### config.mk
export PLATFORM = sky130hd
export DESIGN_NAME = conv_layer_seq
export DESIGN_NICKNAME = d
export VERILOG_FILES = /design/src/rtl/conv_layer_seq.sv
export SDC_FILE = /design/constraint.sdc
export NUM_CORES = 1
export LEC_CHECK = 0
export ABC_AREA = 1
export BUFFER_PORTS_ARGS = -buffer_cell sky130_fd_sc_hd__buf_4
export CELL_PAD_IN_SITES_DETAIL_PLACEMENT = 0
export CELL_PAD_IN_SITES_GLOBAL_PLACEMENT = 1
export CORE_AREA = 5 5 129 131
export DETAILED_ROUTE_END_ITERATION = 8
export DIE_AREA = 0 0 134 136
export GPL_TIMING_DRIVEN = 0
export PLACE_DENSITY_LB_ADDON = 0.05
export SYNTH_ARGS = -nofsm -noshare
export SYNTH_HDL_FRONTEND = slang
export SYNTH_SLANG_ARGS = --single-unit
### constraint.sdc
create_clock -name clk -period 2.36 [get_ports clk]
set_clock_uncertainty 0.1 [all_clocks]
set_input_delay 0.236 -clock clk [delete_from_list [all_inputs] [get_ports clk]]
set_output_delay 0.236 -clock clk [all_outputs]
set_load 0.005 [all_outputs]
### src/rtl/conv_layer_seq.sv
// Sequencer for one convolution layer: walks the iterator pixel by pixel, fetching the
// bias per channel, gating the MAC and issuing one output-memory write per pixel.
module conv_layer_seq #(
  parameter int CONV_DIM_OUT = 32,
  parameter int CONV_OUT_CH  = 32,
  parameter int ADDR_W       = 16,
  parameter int BIAS_TIMEOUT = 255
) (
  input  logic              clk,
  input  logic              reset,
  input  logic              start,
  input  logic              abort,
  output logic              busy,
  output logic              done,
  output logic              err,
  output logic              it_en_ctrl,
  output logic              it_rst,
  input  logic              it_en_sum,
  input  logic              it_fin,
  input  logic [7:0]        it_i,
  input  logic [7:0]        it_j,
  input  logic [7:0]        it_k,
  output logic              bias_rd,
  output logic [7:0]        bias_addr,
  input  logic              bias_valid,
  output logic              acc_ld,
  output logic              acc_en,
  output logic              out_wr,
  output logic [ADDR_W-1:0] out_addr
);
  localparam int          BT_W   = $clog2(BIAS_TIMEOUT + 1);
  localparam logic [31:0] EXP_WR = 32'(CONV_OUT_CH * CONV_DIM_OUT * CONV_DIM_OUT);

  typedef enum logic [2:0] {IDLE, INIT, BIAS, RUN, SAVE, DRAIN, DONE} state_t;

  state_t          state, state_d;
  logic [7:0]      ci, cj, ck;
  logic [31:0]     wr_cnt;
  logic [BT_W-1:0] bias_cnt;
  logic            drain_cnt;
  logic            err_q;
  logic            lat_zero, lat_new, err_set, err_clr;
  logic            coord_chg;
  logic [31:0]     addr_full;

  assign coord_chg = {it_i, it_j, it_k} != {ci, cj, ck};
  assign addr_full = 32'(ci) * 32'(CONV_DIM_OUT * CONV_DIM_OUT)
                   + 32'(cj) * 32'(CONV_DIM_OUT) + 32'(ck);
  assign err       = err_q & ~reset;

  always_ff @(posedge clk) begin
    if (reset) state <= IDLE;
    else       state <= state_d;
  end

  always_comb begin
    state_d    = state;
    lat_zero   = 1'b0;
    lat_new    = 1'b0;
    err_set    = 1'b0;
    err_clr    = 1'b0;
    busy       = 1'b0;
    done       = 1'b0;
    it_en_ctrl = 1'b0;
    it_rst     = 1'b0;
    bias_rd    = 1'b0;
    bias_addr  = 8'd0;
    acc_ld     = 1'b0;
    acc_en     = 1'b0;
    out_wr     = 1'b0;
    out_addr   = '0;
    unique case (state)
      IDLE: if (start) begin
        state_d  = INIT;
        lat_zero = 1'b1;
        err_clr  = 1'b1;
      end
      INIT: begin
        it_rst  = 1'b1;
        state_d = BIAS;
      end
      BIAS: begin
        bias_rd   = 1'b1;
        bias_addr = ci;
        if (bias_valid) begin
          acc_ld  = 1'b1;
          state_d = RUN;
        end else if (bias_cnt == BT_W'(BIAS_TIMEOUT - 1)) begin
          err_set = 1'b1;
          state_d = DONE;
        end
      end
      RUN: begin
        it_en_ctrl = 1'b1;
        acc_en     = it_en_sum;
        if (coord_chg || it_fin) state_d = SAVE;
      end
      SAVE: begin
        out_wr   = 1'b1;
        out_addr = addr_full[ADDR_W-1:0];
        if (it_fin) state_d = DRAIN;
        else begin
          lat_new = 1'b1;
          // Same channel: the bias from the last read is still valid, reload it directly.
          if (it_i != ci) state_d = BIAS;
          else begin
            acc_ld  = 1'b1;
            state_d = RUN;
          end
        end
      end
      DRAIN: if (drain_cnt) begin
        state_d = DONE;
        if (wr_cnt != EXP_WR) err_set = 1'b1;
      end
      DONE: begin
        done    = 1'b1;
        state_d = IDLE;
      end
      default: state_d = IDLE;
    endcase
    busy = (state != IDLE);
    // Abort overrides everything; in DONE the layer is already ending, so just flag it.
    if (abort && state != IDLE) begin
      out_wr     = 1'b0;
      out_addr   = '0;
      it_en_ctrl = 1'b0;
      acc_en     = 1'b0;
      acc_ld     = 1'b0;
      bias_rd    = 1'b0;
      bias_addr  = 8'd0;
      lat_new    = 1'b0;
      err_set    = 1'b1;
      state_d    = (state == DONE) ? IDLE : DONE;
    end
    if (reset) begin
      busy       = 1'b0;
      done       = 1'b0;
      it_en_ctrl = 1'b0;
      bias_rd    = 1'b0;
      bias_addr  = 8'd0;
      acc_ld     = 1'b0;
      acc_en     = 1'b0;
      out_wr     = 1'b0;
      out_addr   = '0;
      it_rst     = 1'b1;
    end
  end

  always_ff @(posedge clk) begin
    if (reset) begin
      ci        <= 8'd0;
      cj        <= 8'd0;
      ck        <= 8'd0;
      wr_cnt    <= 32'd0;
      bias_cnt  <= '0;
      drain_cnt <= 1'b0;
      err_q     <= 1'b0;
    end else begin
      if (lat_zero)     {ci, cj, ck} <= 24'd0;
      else if (lat_new) {ci, cj, ck} <= {it_i, it_j, it_k};
      if (lat_zero)     wr_cnt <= 32'd0;
      else if (out_wr)  wr_cnt <= wr_cnt + 32'd1;
      bias_cnt  <= (state == BIAS) ? bias_cnt + 1'b1 : '0;
      drain_cnt <= (state == DRAIN) && !drain_cnt;
      if (err_clr)      err_q <= 1'b0;
      else if (err_set) err_q <= 1'b1;
    end
  end
endmodule

==> run summary, run 1 <==
The synthesized net count came out at about 770. TritonCTS built the clock tree. The average instance area after synthesis is ~6.2 um2. The standard cell core area came out at 15500 um2. The post-place instance area came out at 5230 um2. The final max-slew violation count was 0. The number of antenna diodes in the final layout is 0. The register bit count reported by yosys is between 60 and 70. After detailed routing, the number of remaining DRC violations is 0. The H-tree depth reported by CTS came out at 3. The final reports fail on setup timing. The number of hold-slack violations in the final timing report was 0. The fraction of layout instances using a drive strength above 1 came out at 0.198. The worst hold path belongs to the class in2reg.

Hold is met by 64.7 ps. The areal power density over the cells is 603 nW/um2. The final net count is 860. Entering global routing, the biggest net connects 12 pins. The number of antenna violations at the first check in global routing came out at 0. Timing would allow up to 0.402 GHz.

The number of placed I/O pins came out at 64. The number of clock buffers added by TritonCTS is 9. After detailed routing, the total wire length is 14.3 mm. The share of the Yosys chip area taken by registers is 0.306. The standby leakage power is 2.26 nW. The total global routing overflow came out at 0. Along the worst path, the maximum fanout reaches 2. The number of clock sinks seen by CTS is 69. The transition time at the pin with the least slew margin came out at 479 ps.

The floorplan step set the die width to 134 um. The critical path data arrival time is 2150 ps. The clock transition at the registers of the reported paths came out at ~60 ps. The placed wire-length estimate came out at ~11 mm. The number of fillers in the final layout came out at 1700.

STA classifies the critical path startpoint as a flop. The final-report setup violation count is 3. The run finished, with violations left. The weighted congestion reported at the end of routability-driven placement is 0.883. After the first detailed-routing iteration, the DRC count stood at 272. The number of standard-cell rows in the floorplan is 46. Setup repair after global routing could not meet its margin everywhere. The final cycle utilization of the critical path came out at 1.05. The die covers approximately 18000 um2. After technology mapping, the gate count stands at 732.

The cell sitting at the root of the clock tree is a sky130_fd_sc_hd__clkbuf_16. Adding up every negative setup slack in the final design gives -267 ps. The number of warnings issued by yosys came out at 0. The number of I/O port buffers is 62. The maximum buffer depth of the clock tree came out at 2. The total track usage came out at 0.162. In this run the tightest slew margin relative to its limit is 0.681. The routed wirelength normalized by instance count came out at about 14 um. The top cell types in the final layout, fill and taps aside, are sky130_fd_sc_hd__nand2_1 (188), sky130_fd_sc_hd__nor2_1 (102), sky130_fd_sc_hd__inv_1 (95).

Across the run, the number of max-cap violations was 0. The post-synthesis to final-layout area growth came out at 27.0%. VDD sags by at most 0.360 mV.

The post-layout worst setup margin came out at -125 ps. The via count of the first global-routing pass is 4727. The synthesized netlist contains 39 unique library cells.

The initial utilization of the core area, before any placement, comes to 0.292. The latest clock arrival within the worst-skew pair is 340 ps. The global-route wire length before repair came out at 23.5 mm. The overall die height came out at 136 um.

The number of nets with antenna violations after detailed routing came out at 0. For this run, the detailed router's first-pass iteration total came to 4. The critical path is of the reg2out type. For the worst setup path, the data required time is 2020 ps.

The final cell area excluding filler cells came out at around 5700 um2. The total via count in the routed design is ~4800. STA classifies the critical path endpoint as a primary output.

The library cell used most frequently in the layout, excluding fill and tap cells, is sky130_fd_sc_hd__nand2_1. In the routed layout, each cell is associated on average with a via count of ~4.7. The mapped cell area is 4520 um2. The final critical-path required period came out at roughly 2500 ps.
==> power breakdown <==
part | internal [W] | total, W | switching (W)
Clock | 0.000768 | 0.00130 | 0.000534
Sequential | 0.00124 | 0.00132 | 0.0000836
Combinational | 0.000301 | 0.000834 | 0.000533
Total | 0.00231 | 0.00346 | 0.00115
==> registers in the layout (all words and copies together), names as in the netlist <==
name,count
drain_cnt,1
bias_cnt,8
state,3
ci,8
err_q,1
ck,8
cj,8
wr_cnt,32
==> synth_stat cells, drive strengths merged <==
cell type,instances,area share
nand2,194,0.16
nor2,115,0.11
inv,104,0.086
dfxtp,69,0.31
a21oi,64,0.071
o21ai,48,0.053
nand3,33,0.040
nor3,29,0.042
buf,16,0.020
nand4,16,0.024
ha,10,0.028
nand3b,6,0.010
xnor2,6,0.012
nor4,4,0.0055
nor3b,3,0.0050
xor2,3,0.0058
a211oi,2,0.0033
a31oi,2,0.0028
a21o,1,0.0017
and3,1,0.0014
clkbuf,1,0.00083
clkinv,1,0.00083
fa,1,0.0044
o2111ai,1,0.0019
o21a,1,0.0017
o21bai,1,0.0017
==> cells by family after synthesis <==
logic type / count (synthesis) / synth area share
compound gates: 120 / 0.137
xor+xnor: 9 / 0.0174
fa+ha+maj: 11 / 0.0321
buf+inv: 122 / 0.108
flops: 69 / 0.306
simple gates: 401 / 0.400
==> final timing paths <==
kind,slack [ps],cells past startpoint,end,startpoint
setup / recovery,-130,12,out_addr[15],ck[5]
hold / removal,60,3,ci[2],it_i[2]
setup reg to reg,510,8,state[2],state[2]
hold reg to reg,370,1,bias_cnt[0],bias_cnt[0]
==> critical path: stages (launching register included) <==
cell,delay [ps]
sky130_fd_sc_hd__dfxtp_4,360
sky130_fd_sc_hd__ha_4,140
sky130_fd_sc_hd__inv_2,40
sky130_fd_sc_hd__fa_2,330
sky130_fd_sc_hd__inv_2,80
sky130_fd_sc_hd__nand2_4,50
sky130_fd_sc_hd__a21oi_4,140
sky130_fd_sc_hd__inv_2,70
sky130_fd_sc_hd__o21ai_4,190
sky130_fd_sc_hd__nand2_2,90
sky130_fd_sc_hd__o21ai_2,130
sky130_fd_sc_hd__a21oi_2,50
sky130_fd_sc_hd__buf_4,140
==> through the flow <==
step	util	total power (W)	std cells	setup slack, ps
after floorplan	-	0.00188	732	235
after global placement	0.337	0.00216	986	-298
after detailed placement	0.337	0.00216	986	-342
after CTS	0.364	0.00349	1013	-120
after global routing	0.371	0.00368	1015	-210
final	0.371	0.00346	1015	-125
==> layer usage <==
layer	track usage	wire length (um)
met2	0.253	6200
met3	0.0281	445
met4	0.0566	204
met5	0	0
met1	0.226	7460
==> area by class of cell <==
type	count	area [um2]	area share
clock buffers	13	260	0.0454
well taps	192	240	0.0419
repair buffers	75	571	0.0994
clock inverters	3	20.0	0.00349
inverters	105	394	0.0687
multi-input cells	541	2770	0.482
plain buffers	17	96.3	0.0168
flip-flops and latches	69	1390	0.242
==> what timing repair did <==
item | CTS | global route
gates cloned | 0 | 0
setup buffers | 11 | 2
pin swaps | 5 | 4
endpoints found under the setup margin | 5 | 18
hold endpoints to repair | 0 | 0
hold buffers | 0 | 0
resized for setup | 22 | 21
No activity file was read; power rests on OpenSTA's default activity.
==> run 2: changes to the inputs <==
- CORE_AREA: 5 5 129 131 -> 5 5 125 104
- DIE_AREA: 0 0 134 136 -> 0 0 130 109
==> run 2 against run 1 <==
Against the previous run:
- the flow still finishes with violations (setup timing)
- register-to-register slack better by 20 ps
- sequential share of layout area grew 0.37 points
- clock power grew 14%
- maximum frequency up 2.4%
- largest cell class unchanged
- highest routed layer unchanged
==> run summary, run 2 (synthesis results as in run 1) <==
The pin count of the biggest net entering global routing came to 13 (was 12). The latest clock arrival within the worst-skew pair is 340 ps (about the same). The standard cell core area was 11700 um2 (was 15500 um2).

The die footprint is 14200 um2 (was 18200 um2). The total of max-cap violations is 0 (unchanged). The number of hold buffers added after CTS is 0 (unchanged). The commonest non-fill, non-tap cell in the layout is sky130_fd_sc_hd__nand2_1 (unchanged). The number of standard-cell rows in the floorplan came out at 36 (was 46). The power after layout is 0.00362 W (was 0.00346 W). The internal power of the cells came out at 0.00246 W (was 0.00231 W).

The number of DRC violations after detailed-routing iteration 0 is 368 (was 272). The clock tree root buffer cell is sky130_fd_sc_hd__clkbuf_16 (unchanged). The register bank with the most flops is wr_cnt (unchanged). The starting utilization of the core area is 0.386 (was 0.292). The worst slack at placement was -263 ps (was -342 ps).

The number of antenna diodes came to 0 (unchanged). The element type at the critical path end is a primary output (unchanged). The largest driver fanout on the critical path is 3 (was 2).

The transition time at the pin with the least slew margin is 518 ps (was 479 ps). The share of total power in sequential cells is 0.365 (was 0.382). The TritonCTS clock tree is yes (unchanged). The number of clock sinks seen by CTS came out at 69 (unchanged). The final critical-path required period was 2430 ps (was 2490 ps). The total global routing overflow is 0 (unchanged). The maximum clock frequency came out at 0.412 GHz (was 0.402 GHz). The critical path data arrival time is 2090 ps (was 2150 ps).

The multi-input gate area in the final layout came out at 2720 um2 (was 2770 um2). The number of placed I/O pins is 64 (unchanged). Status: finished with violations (unchanged).

The weighted congestion reported at the end of routability-driven placement came out at 0.904 (was 0.883). The number of antenna violations at the first check in global routing came out at 0 (unchanged). The total track usage came out at 0.197 (was 0.162). The final net count came to 859 (was 860). The critical path class is reg2out (unchanged).

The clock transition at the registers of the reported paths came out at 60 ps (about the same). The fraction of layout instances using a drive strength above 1 came out at 0.188 (was 0.198). The final cycle utilization of the critical path came to 1.03 (was 1.05).

The clock group share of total power is 0.407 (was 0.377). The worst relative slew slack is 0.655 (was 0.681). Unrepaired setup endpoints after global routing: true (unchanged).

The post-synthesis to final-layout area growth is 25.3% (was 27.0%). The placed wire-length estimate is 10.6 mm (was 11.4 mm). The maximum buffer depth of the clock tree came out at 2 (unchanged).

The CTS buffer count came out at 9 (unchanged). The first-pass iteration count of the detailed router came to 5 (was 4). The power spent charging and discharging nets is 0.00117 W (was 0.00115 W). The number of I/O port buffers came to 62 (unchanged). The total via count in the routed design is 4862 (was 4773).

Violations in the final reports: setup timing (unchanged). The number of nets with antenna violations after detailed routing is 0 (unchanged). The standby leakage power came out at 2.26 nW (about the same). The areal power density over the cells came out at 640 nW/um2 (was 603 nW/um2). The via density per instance is 5.00 (was 4.70).

The path class of the lowest-slack min-delay path is in2reg (unchanged). The die boundary width is 130 um (was 134 um). The number of design rule violations left after detail routing is 0 (unchanged). The worst IR drop on VDD was 0.335 mV (was 0.360 mV). The flip-flop and latch area came out at 1390 um2 (about the same). The number of flip-flops under the largest register name is 32 (unchanged).

The post-layout worst setup margin is -66.4 ps (was -125 ps). The combinational share of power is 0.228 (was 0.241). The global-route wire length before repair came out at 22.0 mm (was 23.5 mm). The routed wire length was 13.7 mm (was 14.3 mm). The H-tree depth reported by CTS is 3 (unchanged).

The overall die height is 109 um (was 136 um). The via count of the first global-routing pass is 4377 (was 4727). The critical path launch point type is a flop (unchanged). The fraction of power spent switching nets is 0.322 (was 0.333). The final max-slew violation count came out at 0 (unchanged). The final-report setup violation count is 3 (unchanged). Most used cells in the layout excluding fill and tap cells: sky130_fd_sc_hd__nand2_1 (190), sky130_fd_sc_hd__nor2_1 (102), sky130_fd_sc_hd__inv_1 (96) (was sky130_fd_sc_hd__nand2_1 (188), sky130_fd_sc_hd__nor2_1 (102), sky130_fd_sc_hd__inv_1 (95)).

The endpoint required time on the critical path is 2020 ps (about the same). The number of hold-slack violations in the final timing report is 0 (unchanged). The routed wirelength normalized by instance count came to 14.1 um (about the same).

The number of fillers in the final layout came out at 1233 (was 1700).
## run 2: what timing repair did
item,in CTS,in global routing
endpoints found under the hold margin,0,0
buffers inserted,11,1
pin swaps,5,1
resized for setup,20,10
setup endpoints to repair,4,8
## run 2: worst paths after layout
kind                                  start           end  slack (ps)  cells after the start
worst max-delay path                  ck[5]  out_addr[15]         -70                     12
worst min-delay path                it_i[2]         ci[2]          60                      3
worst max register to register     state[0]      state[2]         530                      7
worst min register to register  bias_cnt[0]   bias_cnt[0]         360                      1
## run 2: area by class of cell
| class | count | area share |
|---|---|---|
| buffer | 17 | 0.0170 |
| multi-input combinational | 541 | 0.480 |
| inverter | 105 | 0.0696 |
| tap | 152 | 0.0336 |
| clock inverter | 6 | 0.0157 |
| timing repair buffer | 74 | 0.0981 |
| sequential | 69 | 0.246 |
| clock buffer | 9 | 0.0398 |
## run 2: critical path: stages, from the launching register on
cell and delay, ps:
sky130_fd_sc_hd__dfxtp_4 360, sky130_fd_sc_hd__ha_4 140, sky130_fd_sc_hd__inv_2 40, sky130_fd_sc_hd__fa_2 320
sky130_fd_sc_hd__inv_2 70, sky130_fd_sc_hd__nand2_2 70, sky130_fd_sc_hd__a21oi_4 150, sky130_fd_sc_hd__inv_2 70
sky130_fd_sc_hd__o21ai_4 150, sky130_fd_sc_hd__nand2_1 90, sky130_fd_sc_hd__o21ai_1 110, sky130_fd_sc_hd__a21oi_1 50
sky130_fd_sc_hd__buf_4 130
## run 2: per-stage QoR
| stage | utilization | hold slack (ps) | cell area [um2] | setup TNS [ps] | instances |
|---|---|---|---|---|---|
| floorplan | - | 283 | 4520 | 0 | 732 |
| global placement | 0.442 | 343 | 5170 | -444 | 946 |
| detailed placement | 0.442 | 356 | 5170 | -440 | 946 |
| CTS | 0.479 | 53.9 | 5610 | -167 | 972 |
| global route | 0.484 | 65.3 | 5660 | -497 | 973 |
| finish | 0.484 | 57.2 | 5660 | -131 | 973 |
## run 2: per-layer routing
metal,share of wire,global-route usage
met2,0.42,0.287
met5,0,0
met1,0.52,0.301
met4,0.0066,0.0349
met3,0.055,0.0397
## run 2: power by group through the flow
stage | clock network (W) | logic (W) | registers (W)
2_1_floorplan | 0 | 0.000556 | 0.00132
3_3_place_gp | 0 | 0.000796 | 0.00134
3_5_place_dp | 0 | 0.000799 | 0.00134
4_1_cts | 0.00150 | 0.000814 | 0.00132
5_1_grt | 0.00155 | 0.000939 | 0.00133
6_report | 0.00148 | 0.000828 | 0.00132
==> run 3: changes to the inputs <==
- CORE_AREA: 5 5 125 104 -> 5 5 121 100
- DIE_AREA: 0 0 130 109 -> 0 0 126 105
- clock period: 2.36 -> 3.1 ns (I/O delays scaled with it)
==> run 3 against run 2 <==
Against the previous run:
- the flow now finishes without violations
- cell area fell by 3.3%
- count of clock-buffer cells in the layout did not move
- routed wire length fell by 2.4%
- critical path type unchanged
- highest routed layer unchanged
==> run summary, run 3 (synthesis results as in run 1) <==
Status: finished, final reports clean (was finished with violations). The number of antenna diodes is 0 (unchanged). The final max-slew violation count came out at 0 (unchanged). The largest driver fanout on the critical path was 4 (was 3). The routing usage on met3 was 0.0393 (was 0.0397). The clock transition at the registers of the reported paths is 60 ps (about the same).

The total track usage is 0.202 (was 0.197). The weighted congestion reported at the end of routability-driven placement came out at 0.954 (was 0.904). The cell depth of the worst flop-to-flop path came out at 9 (was 7). The number of antenna violations at the first check in global routing came out at 0 (unchanged). The final-report setup violation count came out at 0 (was 3). The worst-case register-to-register setup slack came out at 1290 ps (was 530 ps).

Unrepaired setup endpoints after global routing: false (was true). The critical path data arrival time is 2430 ps (was 2090 ps). The endpoint of the worst hold-timing path is cj[6] (was ci[2]). The total of max-cap violations is 0 (unchanged).

The fraction of layout instances using a drive strength above 1 was 0.157 (was 0.188). The number of clock sinks seen by CTS came out at 69 (unchanged). The starting utilization of the core area came out at 0.422 (was 0.386). The number of flip-flops under the largest register name is 32 (unchanged). The areal power density over the cells is 487 nW/um2 (was 640 nW/um2). The final critical-path required period came out at 2840 ps. The worst relative slew slack is 0.660 (was 0.655).

The H-tree depth reported by CTS is 3 (unchanged). The multi-input gate area in the final layout is 2660 um2 (was 2720 um2). The CTS buffer count is 9 (unchanged). The accumulated negative setup slack is 0 ps (was -131 ps). The global routing met2 resource utilization came out at 0.298 (was 0.287). The routed wirelength normalized by instance count is 14.0 um (was 14.1 um). The number of standard-cell rows in the floorplan came to 34 (was 36). The die footprint came out at 13200 um2 (was 14200 um2). The capturing point of the worst reg2reg path is ci[0] (was state[2]). The placed wire-length estimate is 10.6 mm (about the same). The hold slack is 137 ps (was 57.2 ps). The cell seen most often among critical-path stages is sky130_fd_sc_hd__inv_1 (was sky130_fd_sc_hd__inv_2). The total global routing overflow came to 0 (unchanged). Most used cells in the layout excluding fill and tap cells: sky130_fd_sc_hd__nand2_1 (191), sky130_fd_sc_hd__nor2_1 (103), sky130_fd_sc_hd__inv_1 (99) (was sky130_fd_sc_hd__nand2_1 (190), sky130_fd_sc_hd__nor2_1 (102), sky130_fd_sc_hd__inv_1 (96)). The via count of the first global-routing pass came to 4471 (was 4377). The number of DRC violations after detailed-routing iteration 0 came out at 308 (was 368). The flip-flop and latch area is 1380 um2 (was 1390 um2). The via density per instance is 5.04 (was 5.00). The startpoint of the worst-slack reg-to-reg timing path is state[0] (unchanged).

The start point of the worst min-delay path is it_j[6] (was it_i[2]). The register bank with the most flops is wr_cnt (unchanged). The critical path class is reg2out (unchanged). The first-pass iteration count of the detailed router was 5 (unchanged). The standard cell core area is 10700 um2 (was 11700 um2). The die boundary width came out at 126 um (was 130 um).

The number of design rule violations left after detail routing came out at 0 (unchanged). The maximum single-stage delay on the critical path came out at 380 ps (was 360 ps). The final instance count without filler cells came to 954 (was 973). The endpoint required time on the critical path came out at 2690 ps (was 2020 ps).

The path class of the lowest-slack min-delay path is in2reg (unchanged). The critical path launch point type is a flop (unchanged). The placed instance count is 938 (was 946). The final cycle utilization of the critical path is 0.916. The worst hold path depth is 3 (unchanged). The TritonCTS clock tree was yes (unchanged). The cell type of the slowest stage on the worst timing path is sky130_fd_sc_hd__dfxtp_1 (was sky130_fd_sc_hd__dfxtp_4). The global-route wire length before repair is 21.9 mm (was 22.0 mm).

The maximum buffer depth of the clock tree came to 2 (unchanged). The number of hold buffers added after CTS came to 0 (unchanged). The final net count was 847 (was 859). The worst IR drop on VDD is 0.244 mV (was 0.335 mV).

The maximum clock frequency came out at 0.352 GHz. The latest clock arrival within the worst-skew pair is 330 ps (was 340 ps). The global-route met1 utilization came out at 0.302 (was 0.301). The number of hold-slack violations in the final timing report came out at 0 (unchanged).

The clock tree root buffer cell is sky130_fd_sc_hd__clkbuf_16 (unchanged). The total via count in the routed design came out at 4804 (was 4862). The overall die height is 105 um (was 109 um). The number of I/O port buffers came out at 62 (unchanged). The busiest metal layer after global routing is met1 (unchanged). The number of nets with antenna violations after detailed routing was 0 (unchanged). The routed wire length came out at 13.4 mm (was 13.7 mm). The number of placed I/O pins is 64 (unchanged).

The standby leakage power was 2.19 nW (was 2.26 nW). The transition time at the pin with the least slew margin came out at 510 ps (was 518 ps). The post-synthesis to final-layout area growth came to 21.2% (was 25.3%).

The commonest non-fill, non-tap cell in the layout was sky130_fd_sc_hd__nand2_1 (unchanged). The number of fillers in the final layout is 1150 (was 1233). The pin count of the biggest net entering global routing is 14 (was 13).

The element type at the critical path end is a primary output (unchanged). Critical path cell sequence: ha_2 -> inv_1 -> fa_1 -> inv_1 -> nand2_1 -> a21oi_2 -> inv_1 -> o21ai_2 -> nand2_1 -> o21ai_0 -> a21oi_1 -> buf_4 (was ha_4 -> inv_2 -> fa_2 -> inv_2 -> nand2_2 -> a21oi_4 -> inv_2 -> o21ai_4 -> nand2_1 -> o21ai_1 -> a21oi_1 -> buf_4).
[run 3: worst max-delay path by stage]
stage | startpoint | to | slack, ps | cells after the start
after floorplan | cj[0] | out_addr[15] | 900 | 11
after global placement | cj[0] | out_addr[15] | 420 | 12
after detailed placement | ck[5] | out_addr[15] | 390 | 12
after CTS | ck[5] | out_addr[15] | 3 | 12
after global routing | ck[5] | out_addr[15] | 50 | 12
final | ck[5] | out_addr[15] | 260 | 12
[run 3: final cells by class]
cell class,instances,area share
Clock buffer,9,0.0411
Multi-Input combinational cell,541,0.486
Clock inverter,7,0.0137
Buffer,17,0.0171
Timing Repair Buffer,62,0.0850
Inverter,105,0.0720
Tap cell,144,0.0329
Sequential cell,69,0.252
[run 3: through the flow]
stage | setup WS [ps] | util | area (um2) | power [W]
after floorplan | 901 | - | 4520 | 0.00143
after global placement | 420 | 0.482 | 5160 | 0.00163
after detailed placement | 390 | 0.482 | 5160 | 0.00163
after CTS | 2.51 | 0.510 | 5470 | 0.00268
after global routing | 48.5 | 0.511 | 5480 | 0.00282
final | 261 | 0.511 | 5480 | 0.00267
[run 3: critical path, delay by kind of cell, from the launching register on]
kind / cells / cell delay [ps]
and+or+nand+nor: 2 / 150
AOI/OAI and AO/OA: 4 / 580
DFF: 1 / 380
buffers and inverters: 4 / 380
adders and majority gates: 2 / 600
[run 3: layer usage]
layer  wire length (um)  up-vias
met2               5510      113
met3                656       11
li1                   -     2491
met4                153        0
met5                  0        -
met1               7080     2189
[run 3: report_power, final]
group	switching, W	internal [W]	leakage (nW)
clock	0.000424	0.000626	0.138
sequential	0.0000641	0.000942	0.557
combinational	0.000396	0.000217	1.49
total	0.000884	0.00178	2.19
[run 3: repair_timing]
item,4_1_cts,5_1_grt
buffers inserted,0,0
setup endpoints to repair,0,2
gates resized for setup,0,4
endpoints found under the hold margin,0,0
